### src/rtl/multicycle_control_if.sv
// Control bundle between the multi-cycle MIPS main controller and its datapath.
// The controller takes the master view; the datapath (or a bench) takes the slave view.
interface multicycle_control_if #(
  parameter int CNT_W = 32
);
  logic [5:0]       opcode;
  logic             memready;
  logic             pcwrite;
  logic             pcwritecond;
  logic             iord;
  logic             memread;
  logic             memwrite;
  logic             irwrite;
  logic             memtoreg;
  logic             regdst;
  logic             regwrite;
  logic             alusrca;
  logic [1:0]       alusrcb;
  logic [1:0]       aluop;
  logic [1:0]       pcsource;
  logic             illegal;
  logic [3:0]       state;
  logic [CNT_W-1:0] instret;

  modport master (
    input  opcode, memready,
    output pcwrite, pcwritecond, iord, memread, memwrite, irwrite, memtoreg,
           regdst, regwrite, alusrca, alusrcb, aluop, pcsource, illegal,
           state, instret
  );

  modport slave (
    output opcode, memready,
    input  pcwrite, pcwritecond, iord, memread, memwrite, irwrite, memtoreg,
           regdst, regwrite, alusrca, alusrcb, aluop, pcsource, illegal,
           state, instret
  );
endinterface

### src/rtl/multicycle_control.sv
// Moore main control FSM for the multi-cycle MIPS datapath with a shared
// memory port, memready stretching, and a retired-instruction counter.
module multicycle_control #(
  parameter int CNT_W = 32
) (
  input logic                 clk,
  input logic                 reset,
  multicycle_control_if.master bus
);

  localparam logic [3:0] S_FETCH  = 4'd0;
  localparam logic [3:0] S_DECODE = 4'd1;
  localparam logic [3:0] S_MEMADR = 4'd2;
  localparam logic [3:0] S_MEMRD  = 4'd3;
  localparam logic [3:0] S_MEMWB  = 4'd4;
  localparam logic [3:0] S_MEMWR  = 4'd5;
  localparam logic [3:0] S_EXEC   = 4'd6;
  localparam logic [3:0] S_RWB    = 4'd7;
  localparam logic [3:0] S_BRANCH = 4'd8;
  localparam logic [3:0] S_JUMP   = 4'd9;
  localparam logic [3:0] S_ADDIEX = 4'd10;
  localparam logic [3:0] S_ADDIWB = 4'd11;

  localparam logic [5:0] OP_RTYPE = 6'b000000;
  localparam logic [5:0] OP_LW    = 6'b100011;
  localparam logic [5:0] OP_SW    = 6'b101011;
  localparam logic [5:0] OP_BEQ   = 6'b000100;
  localparam logic [5:0] OP_J     = 6'b000010;
  localparam logic [5:0] OP_ADDI  = 6'b001000;

  logic [3:0]       state_q;
  logic [3:0]       next_state;
  logic [CNT_W-1:0] count_q;
  logic             retire;
  logic             decode_ok;

  logic       pcwrite, pcwritecond, iord, memread, memwrite, irwrite;
  logic       memtoreg, regdst, regwrite, alusrca;
  logic [1:0] alusrcb, aluop, pcsource;

  assign decode_ok = (bus.opcode == OP_RTYPE) || (bus.opcode == OP_LW) ||
                     (bus.opcode == OP_SW)    || (bus.opcode == OP_BEQ) ||
                     (bus.opcode == OP_J)     || (bus.opcode == OP_ADDI);

  always_comb begin
    next_state = S_FETCH;
    case (state_q)
      S_FETCH:  next_state = bus.memready ? S_DECODE : S_FETCH;
      S_DECODE: begin
        case (bus.opcode)
          OP_RTYPE:     next_state = S_EXEC;
          OP_LW, OP_SW: next_state = S_MEMADR;
          OP_BEQ:       next_state = S_BRANCH;
          OP_J:         next_state = S_JUMP;
          OP_ADDI:      next_state = S_ADDIEX;
          default:      next_state = S_FETCH;
        endcase
      end
      S_MEMADR: next_state = (bus.opcode == OP_LW) ? S_MEMRD : S_MEMWR;
      S_MEMRD:  next_state = bus.memready ? S_MEMWB : S_MEMRD;
      S_MEMWR:  next_state = bus.memready ? S_FETCH : S_MEMWR;
      S_EXEC:   next_state = S_RWB;
      S_ADDIEX: next_state = S_ADDIWB;
      default:  next_state = S_FETCH;
    endcase
  end

  // An instruction retires on its last cycle; a stalled store has not finished yet.
  always_comb begin
    retire = 1'b0;
    case (state_q)
      S_MEMWB, S_RWB, S_BRANCH, S_JUMP, S_ADDIWB: retire = 1'b1;
      S_MEMWR: retire = bus.memready;
      default: retire = 1'b0;
    endcase
  end

  always_ff @(posedge clk) begin
    if (reset) begin
      state_q <= S_FETCH;
      count_q <= '0;
    end else begin
      state_q <= next_state;
      if (retire) count_q <= count_q + 1'b1;
    end
  end

  always_comb begin
    pcwrite     = 1'b0;
    pcwritecond = 1'b0;
    iord        = 1'b0;
    memread     = 1'b0;
    memwrite    = 1'b0;
    irwrite     = 1'b0;
    memtoreg    = 1'b0;
    regdst      = 1'b0;
    regwrite    = 1'b0;
    alusrca     = 1'b0;
    alusrcb     = 2'b00;
    aluop       = 2'b00;
    pcsource    = 2'b00;
    case (state_q)
      S_FETCH: begin
        memread = 1'b1;
        alusrcb = 2'b01;
        irwrite = bus.memready;
        pcwrite = bus.memready;
      end
      S_DECODE: alusrcb = 2'b11;
      S_MEMADR, S_ADDIEX: begin
        alusrca = 1'b1;
        alusrcb = 2'b10;
      end
      S_MEMRD: begin
        memread = 1'b1;
        iord    = 1'b1;
      end
      S_MEMWB: begin
        regwrite = 1'b1;
        memtoreg = 1'b1;
      end
      S_MEMWR: begin
        memwrite = 1'b1;
        iord     = 1'b1;
      end
      S_EXEC: begin
        alusrca = 1'b1;
        aluop   = 2'b10;
      end
      S_RWB: begin
        regwrite = 1'b1;
        regdst   = 1'b1;
      end
      S_BRANCH: begin
        alusrca     = 1'b1;
        aluop       = 2'b01;
        pcwritecond = 1'b1;
        pcsource    = 2'b01;
      end
      S_JUMP: begin
        pcwrite  = 1'b1;
        pcsource = 2'b10;
      end
      S_ADDIWB: regwrite = 1'b1;
      default: ;
    endcase
  end

  // Reset suppresses every write strobe so an aborted instruction leaves no trace.
  assign bus.pcwrite     = pcwrite & ~reset;
  assign bus.pcwritecond = pcwritecond & ~reset;
  assign bus.memread     = memread & ~reset;
  assign bus.memwrite    = memwrite & ~reset;
  assign bus.irwrite     = irwrite & ~reset;
  assign bus.regwrite    = regwrite & ~reset;
  assign bus.illegal     = (state_q == S_DECODE) & ~decode_ok & ~reset;
  assign bus.iord        = iord;
  assign bus.memtoreg    = memtoreg;
  assign bus.regdst      = regdst;
  assign bus.alusrca     = alusrca;
  assign bus.alusrcb     = alusrcb;
  assign bus.aluop       = aluop;
  assign bus.pcsource    = pcsource;
  assign bus.state       = state_q;
  assign bus.instret     = count_q;

endmodule

### src/flat_wrapper.sv
// flat-port wrapper written by rule: the top's interface ports become plain ports
module multicycle_control_flat 
#(
  parameter int CNT_W = 32
)
  (clk, reset, bus_opcode, bus_memready, bus_pcwrite, bus_pcwritecond, bus_iord, bus_memread, bus_memwrite, bus_irwrite, bus_memtoreg, bus_regdst, bus_regwrite, bus_alusrca, bus_alusrcb, bus_aluop, bus_pcsource, bus_illegal, bus_state, bus_instret);
  multicycle_control_if #(.CNT_W(CNT_W)) bus_i ();
  input logic clk;
  input logic reset;
  input wire logic [$bits(bus_i.opcode)-1:0] bus_opcode;
  input wire logic [$bits(bus_i.memready)-1:0] bus_memready;
  output wire logic [$bits(bus_i.pcwrite)-1:0] bus_pcwrite;
  output wire logic [$bits(bus_i.pcwritecond)-1:0] bus_pcwritecond;
  output wire logic [$bits(bus_i.iord)-1:0] bus_iord;
  output wire logic [$bits(bus_i.memread)-1:0] bus_memread;
  output wire logic [$bits(bus_i.memwrite)-1:0] bus_memwrite;
  output wire logic [$bits(bus_i.irwrite)-1:0] bus_irwrite;
  output wire logic [$bits(bus_i.memtoreg)-1:0] bus_memtoreg;
  output wire logic [$bits(bus_i.regdst)-1:0] bus_regdst;
  output wire logic [$bits(bus_i.regwrite)-1:0] bus_regwrite;
  output wire logic [$bits(bus_i.alusrca)-1:0] bus_alusrca;
  output wire logic [$bits(bus_i.alusrcb)-1:0] bus_alusrcb;
  output wire logic [$bits(bus_i.aluop)-1:0] bus_aluop;
  output wire logic [$bits(bus_i.pcsource)-1:0] bus_pcsource;
  output wire logic [$bits(bus_i.illegal)-1:0] bus_illegal;
  output wire logic [$bits(bus_i.state)-1:0] bus_state;
  output wire logic [$bits(bus_i.instret)-1:0] bus_instret;
  assign bus_i.opcode = bus_opcode;
  assign bus_i.memready = bus_memready;
  assign bus_pcwrite = bus_i.pcwrite;
  assign bus_pcwritecond = bus_i.pcwritecond;
  assign bus_iord = bus_i.iord;
  assign bus_memread = bus_i.memread;
  assign bus_memwrite = bus_i.memwrite;
  assign bus_irwrite = bus_i.irwrite;
  assign bus_memtoreg = bus_i.memtoreg;
  assign bus_regdst = bus_i.regdst;
  assign bus_regwrite = bus_i.regwrite;
  assign bus_alusrca = bus_i.alusrca;
  assign bus_alusrcb = bus_i.alusrcb;
  assign bus_aluop = bus_i.aluop;
  assign bus_pcsource = bus_i.pcsource;
  assign bus_illegal = bus_i.illegal;
  assign bus_state = bus_i.state;
  assign bus_instret = bus_i.instret;
  multicycle_control #(.CNT_W(CNT_W)) u_core (.clk(clk), .reset(reset), .bus(bus_i));
endmodule
### config.mk
export PLATFORM = sky130hd
export DESIGN_NAME = multicycle_control_flat
export DESIGN_NICKNAME = d
export VERILOG_FILES = /design/src/rtl/multicycle_control_if.sv /design/src/rtl/multicycle_control.sv /design/src/flat_wrapper.sv
export SDC_FILE = /design/constraint.sdc
export NUM_CORES = 1
export LEC_CHECK = 0
export ABC_AREA = 1
export ABC_CLOCK_PERIOD_IN_PS = 2600
export BUFFER_PORTS_ARGS = -buffer_cell sky130_fd_sc_hd__buf_2
export CAP_MARGIN = 20
export CORE_ASPECT_RATIO = 1.2
export CORE_MARGIN = 2
export CORE_UTILIZATION = 30
export DETAILED_ROUTE_END_ITERATION = 16
export PLACE_DENSITY_LB_ADDON = 0.05
export SYNTH_ARGS = -nofsm -noshare
export SYNTH_HDL_FRONTEND = slang
export SYNTH_SLANG_ARGS = --single-unit
### constraint.sdc
create_clock -name clk -period 2.6 [get_ports clk]
set_input_delay 0.65 -clock clk [delete_from_list [all_inputs] [get_ports clk]]
set_output_delay 0.65 -clock clk [all_outputs]
set_load 0.01 [all_outputs]
==> flow_summary.json, run 1 <==
{
  "status": "finished, final reports clean",
  "drc_errors": 0,
  "setup_violations": 0,
  "min_period_ps": 2210,
  "min_from": "u_core.bus.instret[17]",
  "tns_ps": 0,
  "worstHoldPathCells": 2,
  "final_cell_mix": "nand2_1 (131), nor2_1 (82), buf_2 (61)",
  "fin_skew_ps": 4.43,
  "place.port_buffers": 61,
  "cts_setup_buffers": 0,
  "place_hpwl_um": 5510,
  "antenna_left": 0,
  "critPathMaxFanout": 4,
  "synth.avg_cell_area_um2": 5.80,
  "clock-sinks": 36,
  "hold_viol": 0,
  "cap_violations": 0,
  "wl_um": 6960,
  "die_height_um": 101,
  "cts-root-buf": "clkbuf_8",
  "n_antenna_cell": 0,
  "start_kind": "input port",
  "dr_total_vias": 2611,
  "grt_pass1_wl_um": 11400,
  "leakagePower_uw": 0.00122,
  "synth_area_um2": 2360,
  "yosys_warnings": 0,
  "htreeDepth": 2,
  "ys_seq_elements": 36,
  "rows": 35,
  "start_util_pct": 30.8,
  "fillers": 867,
  "rsz0062_at_grt": "false",
  "end_kind": "output port",
  "grt_max_degree": 23,
  "overflow": 0,
  "syn_nets": 417,
  "reg2reg_depth": 8,
  "cp.arrival_ps": 1560,
  "final_common_cell": "nand2_1",
  "ys_seq_area_share_pct": 30.5,
  "r2r_end": "u_core.bus.instret[16]",
  "powerDensity_nw_per_um2": 356,
  "holdBufCountCts": 0,
  "fp.dieW_um": 85.0,
  "drive_above_1_share_pct": 17.7,
  "core_area_um2": 7660,
  "syn_inst": 407,
  "first_pass_iters": 4,
  "grt_usage_pct": 16.4,
  "cts_made_buffers": 5,
  "finalMaxSlewViolations": 0,
  "synthToLayoutAreaGrowth_pct": 19.8,
  "worstMarginPinSlew_ps": 462,
  "drt_iter0_drc": 100,
  "ir_worst_vdd_v": 0.000157,
  "min_path_type": "register to register",
  "critical_path_class": "input port to output port",
  "cts_tree": "yes",
  "timing.max_slew.rel_slack_pct": 68.9,
  "gp_congestion": 0.850,
  "antenna_found_initial": 0,
  "slowest_delay_ps": 190,
  "wl_per_cell_um": 12.4,
  "cts_resized": 0,
  "clock_latency_ps": 290,
  "final_util_pct": 36.9,
  "fmax_mhz": 453,
  "io_pins": 62,
  "clk_path_buf_depth": 2,
  "r2r_start": "u_core.bus.state[1]",
  "synth_cell_types": 32,
  "grt_pass1_vias": 2439,
  "worstPathRequired_ps": 1950,
  "r2r_slack_ps": 780,
  "hold_path_end": "u_core.bus.instret[17]",
  "die_area_um2": 8590,
  "vias_per_cell": 4.65,
  "slowest_stage": "nor2_1",
  "min_period_over_period_pct": 85.0,
  "clk_pin_slew_ps": 70,
  "fin_nets": 480,
  "cp_cell_sequence": "buf_2 > nor2_1 > nand2_1 > nor2_1 > nand3b_1 > nand2_1 > nor4_1 > buf_2"
}
-- synthesized netlist by cell type (all sizes together) --
master  number  area (µm²)
buf          6        46.3
a21oi       27         139
clkbuf       2        7.51
nand3b       1        7.51
nand2      133         504
nand4        6        43.8
a31oi        2        12.5
nand3       19         100
dfxtp       36         721
nor3         8        40.0
ha           1        12.5
o21bai       3        22.5
xor2         3        26.3
o21ai       16        87.6
nor4         1        6.26
and2         1        6.26
xnor2        1        8.76
o21a         2        15.0
nor2        87         354
inv         51         191
a22oi        1        7.51
-- registers in the layout, summed over array words and instances, names as in the netlist --
name / count
u_core.bus.state: 4
u_core.bus.instret: 32
-- final cells by class --
type | count | area, µm² | area share [%]
clock buffers | 6 | 72.6 | 2.57
clock inverters | 1 | 5.00 | 0.177
inverters | 51 | 191 | 6.77
multi-input cells | 312 | 1390 | 49.3
flip-flops and latches | 36 | 721 | 25.5
well taps | 92 | 115 | 4.07
repair buffers | 64 | 328 | 11.6
-- cells by family (layout without fill, tap and decap cells) --
logic type | count (synthesis) | count (layout) | share of synthesized area [%]
AO/OA/AOI/OAI | 51 | 51 | 12.0
adder cells (fa/ha/maj) | 1 | 1 | 0.530
XOR/XNOR | 4 | 4 | 1.48
flip-flops | 36 | 36 | 30.5
buffers and inverters | 59 | 122 | 10.4
AND/OR/NAND/NOR | 256 | 256 | 45.0
-- layer usage --
layer  GRT usage [%]  wire length (µm)  vias to the layer above
met1            19.3              3150                     1138
met4            4.03                63                        0
met5               0                 0                        -
met3            2.85               293                        5
met2            30.6              3450                       62
li1                -                 -                     1406
-- where the power goes --
| group | switching, µW | total, µW | internal (µW) |
|---|---|---|---|
| Combinational | 42.6 | 63.3 | 20.7 |
| Clock | 206 | 388 | 182 |
| Sequential | 1.78 | 554 | 553 |
-- critical path, delay by kind of cell --
kind | cells | cell delay, ps
simple gates | 6 | 650
buf+inv | 2 | 260
-- metrics by stage --
step | cells | setup WS, ps | power [µW] | cell area (µm²) | hold slack, ps
floorplan | 407 | 561 | 606 | 2360 | 499
global placement | 555 | 428 | 630 | 2750 | 475
detailed placement | 555 | 390 | 631 | 2750 | 489
CTS | 562 | 378 | 1020 | 2830 | 507
global route | 562 | 185 | 1050 | 2830 | 528
finish | 562 | 391 | 1010 | 2830 | 502
-- how the worst max path moves through the flow --
stage | cells after the start | end | slack (ps) | from
2_1_floorplan | 4 | bus_illegal | 560 | bus_opcode[3]
3_3_place_gp | 8 | bus_illegal | 430 | bus_opcode[5]
3_5_place_dp | 8 | bus_illegal | 390 | bus_opcode[5]
4_1_cts | 8 | bus_illegal | 380 | bus_opcode[5]
5_1_grt | 5 | bus_illegal | 190 | u_core.bus.state[0]
6_report | 8 | bus_illegal | 390 | bus_opcode[5]
(Power assumes the default switching activity.)
==> run 2: changes to the inputs <==
--- a/config.mk
+++ b/config.mk
@@ -5,8 +5,8 @@
 export SDC_FILE = /design/constraint.sdc
 export NUM_CORES = 1
 export LEC_CHECK = 0
-export ABC_AREA = 1
-export ABC_CLOCK_PERIOD_IN_PS = 2600
+export ABC_AREA = 0
+export ABC_CLOCK_PERIOD_IN_PS = 2200
 export BUFFER_PORTS_ARGS = -buffer_cell sky130_fd_sc_hd__buf_2
 export CAP_MARGIN = 20
 export CORE_ASPECT_RATIO = 1.2
==> constraint.sdc (replaced) <==
create_clock -name clk -period 2.2 [get_ports clk]
set_input_delay 0.55 -clock clk [delete_from_list [all_inputs] [get_ports clk]]
set_output_delay 0.55 -clock clk [all_outputs]
set_load 0.01 [all_outputs]
==> run 2 against run 1 <==
  * Combinational power up 79%
  * Total power increased by 35%
  * First-iteration DRC count is 6.0% lower
  * Sequential share of layout area decreased by 2.6 points
==> flow_summary.json, run 2 <==
{
  "multi_input_area_um2": 1550,
  "grt_max_degree": 47,
  "cts_made_buffers": 5,
  "yosys_warnings": 0,
  "min_period_ps": 2150,
  "fillers": 811,
  "cp_cell_sequence": "buf_12 > buf_4 > nand2b_2 > nor3_1 > or2_4 > buf_6",
  "finalMaxSlewViolations": 0,
  "vias_per_cell": 5.37,
  "grt_pass1_wl_um": 11200,
  "largest_reg_flops": 32,
  "path_buf_inv": 3,
  "wl_per_cell_um": 14.6,
  "syn_nets": 304,
  "ir_worst_vdd_v": 0.000250,
  "antenna_found_initial": 0,
  "cp.arrival_ps": 1600,
  "io_pins": 62,
  "yosys-top-cells-count": "dfxtp_1 (36), nor2_1 (27), a21oi_1 (22)",
  "ys_seq_area_share_pct": 30.4,
  "drt_iter0_drc": 94,
  "grt_usage_pct": 15.8,
  "fin_nets": 384,
  "slowest_stage": "dfxtp_4",
  "antenna_left": 0,
  "cts-root-buf": "clkbuf_8",
  "gp_congestion": 0.745,
  "synthFlopType": "dfxtp_1",
  "core_area_um2": 7660,
  "synth_top_area_cell": "dfxtp_1",
  "slowest_delay_ps": 360,
  "fin_ws_ps": 46.7,
  "wl_um": 6800,
  "final_cell_mix": "buf_2 (61), dfxtp_1 (32), buf_4 (30)",
  "rows": 35,
  "start_util_pct": 31.0,
  "drive_above_1_share_pct": 38.9,
  "die_height_um": 101,
  "synth_edf_count": 0,
  "async_flop_share_pct": 0,
  "clk_path_buf_depth": 2,
  "fmax_mhz": 464,
  "die_area_um2": 8640,
  "htreeDepth": 2,
  "regArea_um2": 728,
  "rsz0062_at_grt": "true",
  "min_period_over_period_pct": 97.9,
  "power_uw": 1350,
  "overflow": 0,
  "synth_area_um2": 2370,
  "cp_top_family": "simple AND/OR/NAND/NOR gates",
  "worstMarginPinSlew_ps": 569,
  "synthToLayoutAreaGrowth_pct": 34.1,
  "critical_path_class": "register to output port",
  "dp_cells": 450,
  "tns_ps": 0,
  "n_antenna_cell": 0,
  "worstPathRequired_ps": 1650,
  "end_kind": "output port",
  "place.port_buffers": 61,
  "dr_total_vias": 2510,
  "place_hpwl_um": 4680,
  "first_pass_iters": 4,
  "synth.most_common_cell": "dfxtp_1",
  "syn_inst": 294,
  "grt_pass1_vias": 2315,
  "clock_latency_ps": 290,
  "yosys-top-cells-area": "dfxtp_1 (30%), mux2_2 (6.6%), nor2b_1 (4.7%)",
  "powerDensity_nw_per_um2": 426,
  "clock-sinks": 36,
  "critPathMaxFanout": 6,
  "fp.dieW_um": 85.2,
  "drc_errors": 0,
  "clk_pin_slew_ps": 70,
  "cts_tree": "yes",
  "final_cells": 467,
  "synth_cell_types": 51,
  "timing.max_slew.rel_slack_pct": 61.7,
  "cap_violations": 0,
  "place_ws_ps": -7.94,
  "synth.avg_cell_area_um2": 8.07,
  "start_kind": "register",
  "post-synth-top-area-fraction_pct": 30.4,
  "ys_seq_elements": 36,
  "fin_skew_ps": 8.71,
  "hold_viol": 0,
  "setup_violations": 0,
  "leakagePower_uw": 0.00131,
  "status": "finished, final reports clean",
  "holdBufCountCts": 0,
  "min_path_type": "register to register",
  "final_common_cell": "buf_2"
}
[run 2: power by group]
group	switching, µW	internal, µW	total (µW)
clock	251	337	588
sequential	2.15	652	654
combinational	64.4	48.1	113
total	318	1040	1350
[run 2: layer usage]
layer	routed length [µm]	GRT usage, %	vias up
met1	3230	20.7	1197
met3	229	2.77	8
met5	0	0	-
met2	3250	27.0	47
li1	-	-	1258
met4	87	4.15	0
[run 2: worst paths after layout]
path	from	endpoint	slack [ps]	depth (start not counted)
worst min register to register	u_core.bus.state[2]	u_core.bus.state[3]	460	1
worst max-delay path	u_core.bus.state[2]	bus_pcwrite	50	6
worst min-delay path	u_core.bus.state[2]	u_core.bus.state[3]	460	1
worst max register to register	u_core.bus.state[2]	u_core.bus.instret[17]	140	9
[run 2: cell families (layout without fill, tap and decap cells)]
| kind of cell | Yosys count | after routing | share of synthesized area, % |
|---|---|---|---|
| mux | 17 | 17 | 8.02 |
| flops | 36 | 36 | 30.4 |
| buf+inv | 32 | 113 | 6.12 |
| simple gates | 153 | 153 | 40.2 |
| compound gates | 52 | 52 | 13.7 |
| fa+ha+maj | 1 | 1 | 0.527 |
| xor+xnor | 3 | 3 | 1.11 |
[run 2: metrics by stage]
stage               cell area, µm²  utilization, %  hold WS, ps
finish                        3180            41.5          460
global route                  3180            41.5          475
CTS                           3050            39.7          478
detailed placement            2930            38.2          469
global placement              2930            38.2          473
floorplan                     2370               -          508
[run 2: layout make-up]
| type | count | area share (%) |
|---|---|---|
| well taps | 92 | 3.62 |
| flip-flops and latches | 36 | 22.9 |
| repair buffers | 99 | 20.7 |
| clock buffers | 6 | 2.28 |
| inverters | 6 | 0.708 |
| clock inverters | 2 | 1.10 |
| multi-input cells | 226 | 48.7 |
[run 2: timing repair]
item | 4_1_cts | 5_1_grt
endpoints found under the setup margin | 3 | 4
gates cloned | 0 | 1
gates resized for setup | 3 | 19
buffers inserted | 0 | 8
hold endpoints to repair | 0 | 0
pin swaps | 0 | 4
